--- src/rtl/num_entry_pkg.sv ---
// rtl/num_entry_pkg.sv - shared widths, FSM states and button indices for the digit entry front end
package num_entry_pkg;

  localparam int DIGIT_W       = 4;
  localparam int NUM_DIGITS    = 4;
  localparam int MAX_DIGIT_DEF = 9;
  localparam int NUM_BTNS      = 5;

  // Lower index wins when several press events land in the same cycle
  localparam int BTN_C = 0;
  localparam int BTN_U = 1;
  localparam int BTN_D = 2;
  localparam int BTN_L = 3;
  localparam int BTN_R = 4;

  typedef logic [DIGIT_W-1:0] digit_t;

  typedef enum logic {
    ST_EDIT   = 1'b0,
    ST_LOCKED = 1'b1
  } state_t;

endpackage

--- src/rtl/num_entry_if.sv ---
// rtl/num_entry_if.sv - push-button inputs and entered-digit outputs of the digit entry block
interface num_entry_if;
  import num_entry_pkg::*;

  logic   btn_u;
  logic   btn_d;
  logic   btn_l;
  logic   btn_r;
  logic   btn_c;
  digit_t nums_0;
  digit_t nums_1;
  digit_t nums_2;
  digit_t nums_3;
  logic [1:0] cursor;
  logic   locked;
  logic   start_pulse;

  modport master (
    output btn_u, btn_d, btn_l, btn_r, btn_c,
    input  nums_0, nums_1, nums_2, nums_3, cursor, locked, start_pulse
  );

  modport slave (
    input  btn_u, btn_d, btn_l, btn_r, btn_c,
    output nums_0, nums_1, nums_2, nums_3, cursor, locked, start_pulse
  );
endinterface

--- src/rtl/num_entry_btn_debounce.sv ---
// rtl/num_entry_btn_debounce.sv - button synchroniser, debouncer and rising-edge press detector
module btn_debounce #(
  parameter int DEBOUNCE_CYCLES = 1_000_000
) (
  input  logic clk,
  input  logic rst,
  input  logic raw,
  output logic level,
  output logic press
);

  localparam int CW = (DEBOUNCE_CYCLES < 2) ? 1 : $clog2(DEBOUNCE_CYCLES);

  logic          sync_1;
  logic          sync_2;
  logic          level_d;
  logic [CW-1:0] cnt;

  always_ff @(posedge clk) begin
    if (rst) begin
      sync_1  <= 1'b0;
      sync_2  <= 1'b0;
      level   <= 1'b0;
      level_d <= 1'b0;
      press   <= 1'b0;
      cnt     <= '0;
    end else begin
      sync_1  <= raw;
      sync_2  <= sync_1;
      level_d <= level;
      press   <= level & ~level_d;
      // Any sample agreeing with the accepted state restarts the stability window
      if (sync_2 == level) begin
        cnt <= '0;
      end else if (cnt == CW'(DEBOUNCE_CYCLES - 1)) begin
        level <= sync_2;
        cnt   <= '0;
      end else begin
        cnt <= cnt + 1'b1;
      end
    end
  end

endmodule

--- src/rtl/num_entry.sv ---
// rtl/num_entry.sv - four-digit entry with cursor, lock/start control; NUM_ENTRY_REPEAT_EN adds U/D auto-repeat
module num_entry
  import num_entry_pkg::*;
#(
  parameter int DEBOUNCE_CYCLES = 1_000_000,
  parameter int MAX_DIGIT       = MAX_DIGIT_DEF
`ifdef NUM_ENTRY_REPEAT_EN
  ,
  parameter int REPEAT_DELAY    = 50_000_000,
  parameter int REPEAT_PERIOD   = 10_000_000
`endif
) (
  input  logic        clk,
  input  logic        rst,
  num_entry_if.slave  bus
);

  logic [NUM_BTNS-1:0] raw;
  logic [NUM_BTNS-1:0] level;
  logic [NUM_BTNS-1:0] press;
  logic [NUM_BTNS-1:0] ev;

  assign raw = {bus.btn_r, bus.btn_l, bus.btn_d, bus.btn_u, bus.btn_c};

  for (genvar b = 0; b < NUM_BTNS; b++) begin : g_btn
    btn_debounce #(.DEBOUNCE_CYCLES(DEBOUNCE_CYCLES)) u_btn (
      .clk   (clk),
      .rst   (rst),
      .raw   (raw[b]),
      .level (level[b]),
      .press (press[b])
    );
  end

  state_t     state;
  state_t     state_next;
  digit_t     nums      [NUM_DIGITS];
  digit_t     nums_next [NUM_DIGITS];
  logic [1:0] cursor;
  logic [1:0] cursor_next;
  logic       start_pulse;
  logic       start_next;

`ifdef NUM_ENTRY_REPEAT_EN
  localparam int REP_MAX = (REPEAT_DELAY > REPEAT_PERIOD) ? REPEAT_DELAY : REPEAT_PERIOD;
  localparam int RW      = $clog2(REP_MAX + 1);

  // Slot 0 tracks U, slot 1 tracks D; count is cycles since the last action, 0 = idle
  logic [RW-1:0] rep_cnt   [2];
  logic [1:0]    rep_phase;
  logic [1:0]    rep_ev;

  always_comb begin
    rep_ev = '0;
    for (int i = 0; i < 2; i++) begin
      rep_ev[i] = (rep_cnt[i] != '0) &&
                  (rep_phase[i] ? (rep_cnt[i] == RW'(REPEAT_PERIOD))
                                : (rep_cnt[i] == RW'(REPEAT_DELAY)));
    end
  end

  always_ff @(posedge clk) begin
    for (int i = 0; i < 2; i++) begin
      if (rst || state != ST_EDIT || !level[BTN_U + i]) begin
        rep_cnt[i]   <= '0;
        rep_phase[i] <= 1'b0;
      end else if (press[BTN_U + i]) begin
        rep_cnt[i]   <= RW'(1);
        rep_phase[i] <= 1'b0;
      end else if (rep_ev[i]) begin
        rep_cnt[i]   <= RW'(1);
        rep_phase[i] <= 1'b1;
      end else if (rep_cnt[i] != '0) begin
        rep_cnt[i]   <= rep_cnt[i] + 1'b1;
      end
    end
  end

  assign ev = press | {2'b00, rep_ev, 1'b0};
`else
  assign ev = press;
`endif

  always_ff @(posedge clk) begin
    if (rst) begin
      state       <= ST_EDIT;
      nums        <= '{default: '0};
      cursor      <= 2'd3;
      start_pulse <= 1'b0;
    end else begin
      state       <= state_next;
      nums        <= nums_next;
      cursor      <= cursor_next;
      start_pulse <= start_next;
    end
  end

  always_comb begin
    state_next  = state;
    nums_next   = nums;
    cursor_next = cursor;
    start_next  = 1'b0;
    case (state)
      ST_EDIT: begin
        if (ev[BTN_C]) begin
          state_next = ST_LOCKED;
          start_next = 1'b1;
        end else if (ev[BTN_U]) begin
          nums_next[cursor] = (nums[cursor] == DIGIT_W'(MAX_DIGIT)) ? '0 : nums[cursor] + 1'b1;
        end else if (ev[BTN_D]) begin
          nums_next[cursor] = (nums[cursor] == '0) ? DIGIT_W'(MAX_DIGIT) : nums[cursor] - 1'b1;
        end else if (ev[BTN_L]) begin
          cursor_next = cursor + 2'd1;
        end else if (ev[BTN_R]) begin
          cursor_next = cursor - 2'd1;
        end
      end
      ST_LOCKED: begin
        if (ev[BTN_C]) begin
          state_next = ST_EDIT;
        end
      end
      default: state_next = ST_EDIT;
    endcase
  end

  assign bus.nums_0      = nums[0];
  assign bus.nums_1      = nums[1];
  assign bus.nums_2      = nums[2];
  assign bus.nums_3      = nums[3];
  assign bus.cursor      = cursor;
  assign bus.locked      = (state == ST_LOCKED);
  assign bus.start_pulse = start_pulse;

endmodule

--- src/flat_wrapper.sv ---
// flat-port wrapper written by rule: the top's interface ports become plain ports
module num_entry_flat import num_entry_pkg::*;
#(
  parameter int DEBOUNCE_CYCLES = 1_000_000,
  parameter int MAX_DIGIT       = MAX_DIGIT_DEF

)
  (clk, rst, bus_btn_u, bus_btn_d, bus_btn_l, bus_btn_r, bus_btn_c, bus_nums_0, bus_nums_1, bus_nums_2, bus_nums_3, bus_cursor, bus_locked, bus_start_pulse);
  num_entry_if bus_i ();
  input  logic clk;
  input  logic rst;
  input wire logic [$bits(bus_i.btn_u)-1:0] bus_btn_u;
  input wire logic [$bits(bus_i.btn_d)-1:0] bus_btn_d;
  input wire logic [$bits(bus_i.btn_l)-1:0] bus_btn_l;
  input wire logic [$bits(bus_i.btn_r)-1:0] bus_btn_r;
  input wire logic [$bits(bus_i.btn_c)-1:0] bus_btn_c;
  output wire logic [$bits(bus_i.nums_0)-1:0] bus_nums_0;
  output wire logic [$bits(bus_i.nums_1)-1:0] bus_nums_1;
  output wire logic [$bits(bus_i.nums_2)-1:0] bus_nums_2;
  output wire logic [$bits(bus_i.nums_3)-1:0] bus_nums_3;
  output wire logic [$bits(bus_i.cursor)-1:0] bus_cursor;
  output wire logic [$bits(bus_i.locked)-1:0] bus_locked;
  output wire logic [$bits(bus_i.start_pulse)-1:0] bus_start_pulse;
  assign bus_i.btn_u = bus_btn_u;
  assign bus_i.btn_d = bus_btn_d;
  assign bus_i.btn_l = bus_btn_l;
  assign bus_i.btn_r = bus_btn_r;
  assign bus_i.btn_c = bus_btn_c;
  assign bus_nums_0 = bus_i.nums_0;
  assign bus_nums_1 = bus_i.nums_1;
  assign bus_nums_2 = bus_i.nums_2;
  assign bus_nums_3 = bus_i.nums_3;
  assign bus_cursor = bus_i.cursor;
  assign bus_locked = bus_i.locked;
  assign bus_start_pulse = bus_i.start_pulse;
  num_entry #(.DEBOUNCE_CYCLES(DEBOUNCE_CYCLES), .MAX_DIGIT(MAX_DIGIT)) u_core (.clk(clk), .rst(rst), .bus(bus_i));
endmodule
--- config.mk ---
export PLATFORM = sky130hd
export DESIGN_NAME = num_entry_flat
export DESIGN_NICKNAME = d
export VERILOG_FILES = /design/src/rtl/num_entry_pkg.sv /design/src/rtl/num_entry_if.sv /design/src/rtl/num_entry_btn_debounce.sv /design/src/rtl/num_entry.sv /design/src/flat_wrapper.sv
export SDC_FILE = /design/constraint.sdc
export NUM_CORES = 1
export LEC_CHECK = 0
export CAP_MARGIN = 20
export CORE_MARGIN = 2
export CORE_UTILIZATION = 40
export CTS_BUF_LIST = sky130_fd_sc_hd__clkbuf_8 sky130_fd_sc_hd__clkbuf_16
export DETAILED_ROUTE_END_ITERATION = 8
export PLACE_DENSITY = 0.54
export SLEW_MARGIN = 20
export SYNTH_ARGS = -nofsm -noshare
export SYNTH_HDL_FRONTEND = slang
export SYNTH_SLANG_ARGS = --single-unit
--- constraint.sdc ---
create_clock -name clk -period 5.2 [get_ports clk]
set_input_delay 1.04 -clock clk [delete_from_list [all_inputs] [get_ports clk]]
set_output_delay 1.04 -clock clk [all_outputs]
set_load 0.02 [all_outputs]
; ---- Word-level counts from Yosys, hierarchy flattened
; Index checks and enable logic that the tools add are counted.
[word_totals]
wordCells = 112
input_bits = 7
ff_bits = 145
out_inout_bits = 20
[op_classes]
eq_ne = 11
addsub = 9
reduce_logical = 17
bitwise = 20
order_cmp = 2
mux = 16
[op_table]
columns = operator, count
row1 = 20-bit by 1-bit adder with 20-bit output (second input constant), 5
row2 = 20-bit equality test (second input constant), 5
row3 = 16-bit bitwise mux, 2
row4 = 16-bit 2-to-1 mux, 2
row5 = 4-bit 2-to-1 mux, 5
row6 = 3-bit OR reduction, 5
row7 = 1-bit NOT, 14
row8 = 2-bit AND reduction, 5
row9 = 4-bit binary-select mux with 2-bit select, 1
row10 = 4-bit demux with 2-bit select, 1
row11 = 1-bit AND, 5
row12 = 1-bit equality test, 5
row13 = 5-bit AND reduction, 1
row14 = 4-bit by 1-bit adder with 4-bit output (second input constant), 1
row15 = 4-bit equality test (second input constant), 1
row16 = 4-bit zero test, 1
row17 = 2-bit 2-to-1 mux, 2
row18 = 2-bit nonzero test, 2
row19 = 4-bit by 1-bit subtractor with 4-bit output (second input constant), 1
row20 = 3-bit >= comparator (second input constant), 1
row21 = 3-bit by 1-bit less-than comparator with 1-bit output (second input constant), 1
row22 = 2-bit NOT with 3-bit output, 1
row23 = 3-bit AND reduction, 1
row24 = 2-bit by 1-bit adder with 2-bit output (second input constant), 1
row25 = other kinds (5), 6

; ---- Depth between registers and ports, before layout
[logic_depth]
depth_word = 9
ltp_mapped = 9
depth_no_buf = 8

; ---- Modules after synthesis
; From an unflattened synthesis, not the netlist that was laid out.
[unflattened]
cells_unflattened = 704
hier_area_um2 = 6817.8
[by_module_without_submodules]
columns = module, seq_area_each_um2, area_per_inst_um2, cells_each, instances
row1 = btn_debounce, 500.5, 1137.3, 117, 5
row2 = num_entry, 400.4, 1131.1, 119, 1

; ---- Least setup slack after synthesis
; OpenSTA, ideal clock, no wires.
[synth_path]
kind = register -> register
from = reg u_core.cursor[0] (netlist: u_core.bus.cursor[0])
to = reg u_core.nums, in the netlist u_core.bus.nums_0[1]
synth_period_minus_slack_ns = 2.457
setup_slack_ns = 2.743
setup_ns = 0.155
path_stages_with_launch = 9
arrival_time_ns = 2.302
path_buffers = 1
t_required_ns = 5.045
path_cell_list = dfxtp_1 buf_6 mux4_2 inv_1 ha_1 or3b_1 nor3b_1 a31oi_1 a211oi_1
[synth_between]
elab_chain_len = 9
elab_cells_between_ends = 19
cone_classes = 2 x add/sub / 2 x order compare / 1 x eq/ne / 11 x mux / 1 x bitwise / 2 x reduce/logical
[synth_lines]
columns = item, line_no
row1 = start: declaration, num_entry.sv:39  ; logic [1:0] cursor;
row2 = start signal: assignment, num_entry.sv:93  ; cursor <= cursor_next;
row3 = 2-bit NOT with 3-bit output *, "num_entry.sv:109, num_entry.sv:111"
row4 = 4-bit binary-select mux with 2-bit select, "num_entry.sv:109, num_entry.sv:111"
row5 = 4-bit 2-to-1 mux (not written as such) (2 in series), "num_entry.sv:109, num_entry.sv:111"
row6 = 4-bit by 1-bit subtractor with 4-bit output or 4-bit zero test (tied branches), num_entry.sv:111  ; nums_next[cursor] = (nums[cursor] == '0) ? DIGIT_W'(MAX_DIGIT) : nums[cursor] - 1'b1;
row7 = 4-bit 2-to-1 mux, num_entry.sv:111
row8 = 16-bit bitwise mux, num_entry.sv:111
row9 = 16-bit 2-to-1 mux, num_entry.sv:110  ; end else if (ev[BTN_D]) begin
row10 = 16-bit 2-to-1 mux *, num_entry.sv:108  ; end else if (ev[BTN_U]) begin
row11 = end signal: assignment, num_entry.sv:92  ; nums <= nums_next;
row12 = end: declaration, num_entry.sv:37  ; digit_t nums [NUM_DIGITS];
; Every way passes the cells marked *; elsewhere a longest branch is shown, timed or not. The select of a mux whose other input is x is not followed.
; A chain may end at the register's enable or synchronous reset.

; ---- Worst setup path after layout
[layout_path]
from = reg u_core.cursor[0] (netlist: u_core.bus.cursor[0])
to = out bus_cursor[0]
[layout_lines]
columns = item, line_no
row1 = end: declaration, flat_wrapper.sv:21  ; output wire logic [$bits(bus_i.cursor)-1:0] bus_cursor;
; No word-level cell between the ends.

==> run_results.csv <==
group,metric,value,unit
timing,period_minus_slack,2840,ps
clock_tree,clockRootBuffer,"clkbuf_16",
timing,finalMaxSlewViolations,0,
yosys,ys_ff_latch,145,
floorplanning,row_count,44,
clock_tree,cts_hold_repair.buffers,0,
placement,dp_cells,851,
clock_tree,cts_tree,"yes",
power_and_ir_drop,leakagePower,2.32,nW
floorplanning,die_w,127,um
layout,layout.nets,702,
clock_tree,clk_latency,410,ps
worst_setup_path,critical_path_class,"flip-flop to primary output",
route,vias,4412,
timing,maxClockFrequency,0.352,GHz
timing,finClkSkew,4.99,ps
timing,hold_ws,383,ps
outcome,status,"complete, no violations",
floorplanning,die_area,0.0160,mm2
route,ant_nets,0,
timing,setup_viol,0,
layout,area_growth,15.9,%
yosys,yosysUniqueCellTypes,36,
placement,hpwl,7.75,mm
timing,relSlewSlack,0.285,
global_routing,grt_pass1_wl,19.4,mm
yosys,syn-cell-area,0.00601,mm2
worst_setup_path,slowest_stage,"clkdlybuf4s50_1",
clock_tree,cts_sinks,145,
route,wirelength,11.2,mm
worst_setup_path,worstSetupStartpointType,"flip-flop",
layout,nFillCells,1393,
worst_setup_path,arrival,1800,ps
floorplanning,start_util,0.412,
clock_tree,cts_buffers,17,
global_routing,antenna_found_initial,0,
layout,drive_gt1_frac,0.0518,
timing,grt_setup_unrepaired,"false",
route,drt_iter0_drc,226,
global_routing,grt_overflow,0,
route,vias_per_cell,5.02,
timing,fin_setup_tns,0,ps
layout,antenna_cells,0,
clock_tree,cts-resized-gates,0,
placement,numPortBuffers,26,
route,wl_per_cell,12.8,um
worst_setup_path,worstPathMaxFanout,11,
route,first_pass_iters,6,
layout,final_cells,879,
timing,hold_viol,0,
timing,fin_crit_sh,0.546,
placement,place_congestion,0.794,
yosys,syn_avg_cell_area,9.15,um2
global_routing,grt_usage,0.148,
layout,seqCellArea,0.00290,mm2
layout,final_core_util,0.478,
worst_setup_path,required,4160,ps
clock_tree,htreeDepth,4,
worst_setup_path,cp_top_family,"buffers and inverters",
yosys,ys_warn_count,0,
worst_setup_path,crit_chain,"clkdlybuf4s50_1",
worst_setup_path,slowest_delay,740,ps
power_and_ir_drop,power_per_cell_area,322,mW/mm2
min_path,hold_class,"flip-flop to flip-flop",
power_and_ir_drop,vdd_drop_max,0.232,mV
clock_tree,clockBufferDepth,2,
worst_setup_path,critPathBufInv,1,
yosys,synth_fp_nets,673,
floorplanning,io_pins,27,
floorplanning,core_area,0.0146,mm2
layout,multi_input_comb_area,0.00300,mm2
yosys,yosysSeqAreaShare,0.483,
timing,worst_pin_slew,1070,ps
yosys,synthCells,657,
route,drc,0,
job,cap_violations,0,
layout,final_cell_mix,"dfxtp_1 (145), nor2_1 (135), xor2_1 (51)",
layout,final_common_cell,"dfxtp_1",
global_routing,grt_pass1_vias,4203,
clock_tree,clk_pin_slew,50,ps
floorplanning,die_h,127,um
worst_setup_path,setup.worst_path.end_class,"primary output",
global_routing,grt_max_degree,43,
clock_tree,cts_setup_buffers,0,
-- area by class of cell --
class                      count  area share
tap                          184      0.0330
inverter                      13     0.00700
clock inverter                 8     0.00952
sequential                   145       0.417
multi-input combinational    483       0.430
clock buffer                  20      0.0670
timing repair buffer          26      0.0366
-- path summary, 6_finish.rpt --
| kind | cells past startpoint | from | slack, ps | to |
|---|---|---|---|---|
| max | 1 | u_core.bus.cursor[0] | 2360 | bus_cursor[0] |
| min | 1 | u_core.g_btn[4].u_btn.level_d | 380 | u_core.g_btn[4].u_btn.press |
| max reg2reg | 7 | u_core.bus.cursor[0] | 2450 | u_core.bus.nums_1[1] |
| min reg2reg | 1 | u_core.g_btn[4].u_btn.level_d | 380 | u_core.g_btn[4].u_btn.press |
-- metrics by stage --
step	total power, mW	instance area, um2	setup slack (ps)
2_1_floorplan	1.16	6010	2740
3_3_place_gp	1.17	6430	2390
3_5_place_dp	1.17	6430	2240
4_1_cts	2.28	6960	2310
5_1_grt	2.33	6970	2240
6_report	2.24	6970	2360
-- layer usage --
| metal | track usage | up-vias | routed length, um |
|---|---|---|---|
| li1 | - | 2285 | - |
| met1 | 0.189 | 2068 | 5530 |
| met2 | 0.235 | 48 | 5200 |
| met3 | 0.0434 | 11 | 339 |
| met4 | 0.0601 | 0 | 153 |
| met5 | 0 | - | 0 |
-- registers in the layout, indices dropped and copies added (netlist names), 4 cells and up --
name                        count
u_core.g_btn.u_btn.press        5
u_core.g_btn.u_btn.level        5
u_core.bus.nums_3               4
u_core.bus.nums_2               4
u_core.bus.nums_1               4
u_core.g_btn.u_btn.cnt        100
u_core.g_btn.u_btn.sync_1       5
u_core.g_btn.u_btn.sync_2       5
u_core.bus.nums_0               4
u_core.g_btn.u_btn.level_d      5
-- kinds of logic after synthesis --
family	synth area share
simple gates	0.279
compound gates	0.0335
mux	0.0266
fa+ha+maj	0.0187
buf+inv	0.0196
flops	0.483
xor+xnor	0.140
-- power breakdown --
group	total (mW)	leakage [nW]	switching [mW]	internal [mW]
Combinational	0.0220	0.875	0.0143	0.00769
Sequential	1.12	1.17	0.00268	1.12
Clock	1.10	0.270	0.424	0.677
-- Yosys cell counts (all sizes together) --
cell | instances | area (um2)
nand4 | 26 | 163
or3 | 3 | 18.8
or3b | 2 | 17.5
dfxtp | 145 | 2900
nor4b | 10 | 87.6
mux2i | 7 | 70.1
a211oi | 12 | 90.1
nor3b | 7 | 52.6
clkbuf | 10 | 37.5
ha | 9 | 113
and3 | 18 | 113
nor2 | 135 | 507
nor4 | 9 | 56.3
buf | 6 | 31.3
a31o | 4 | 35.0
xor2 | 51 | 447
a2111oi | 1 | 10.0
o21ai | 4 | 20.0
nand3 | 38 | 190
inv | 13 | 48.8
nand2 | 35 | 131
a21oi | 8 | 40.0
nand4b | 1 | 8.76
or4 | 1 | 7.51
and4 | 7 | 61.3
a31oi | 1 | 6.26
and2 | 5 | 31.3
mux4 | 4 | 90.1
nor3 | 13 | 65.1
nor2b | 24 | 150
xnor2 | 45 | 394
or2 | 3 | 18.8
Power figures use the tool's default switching activity.
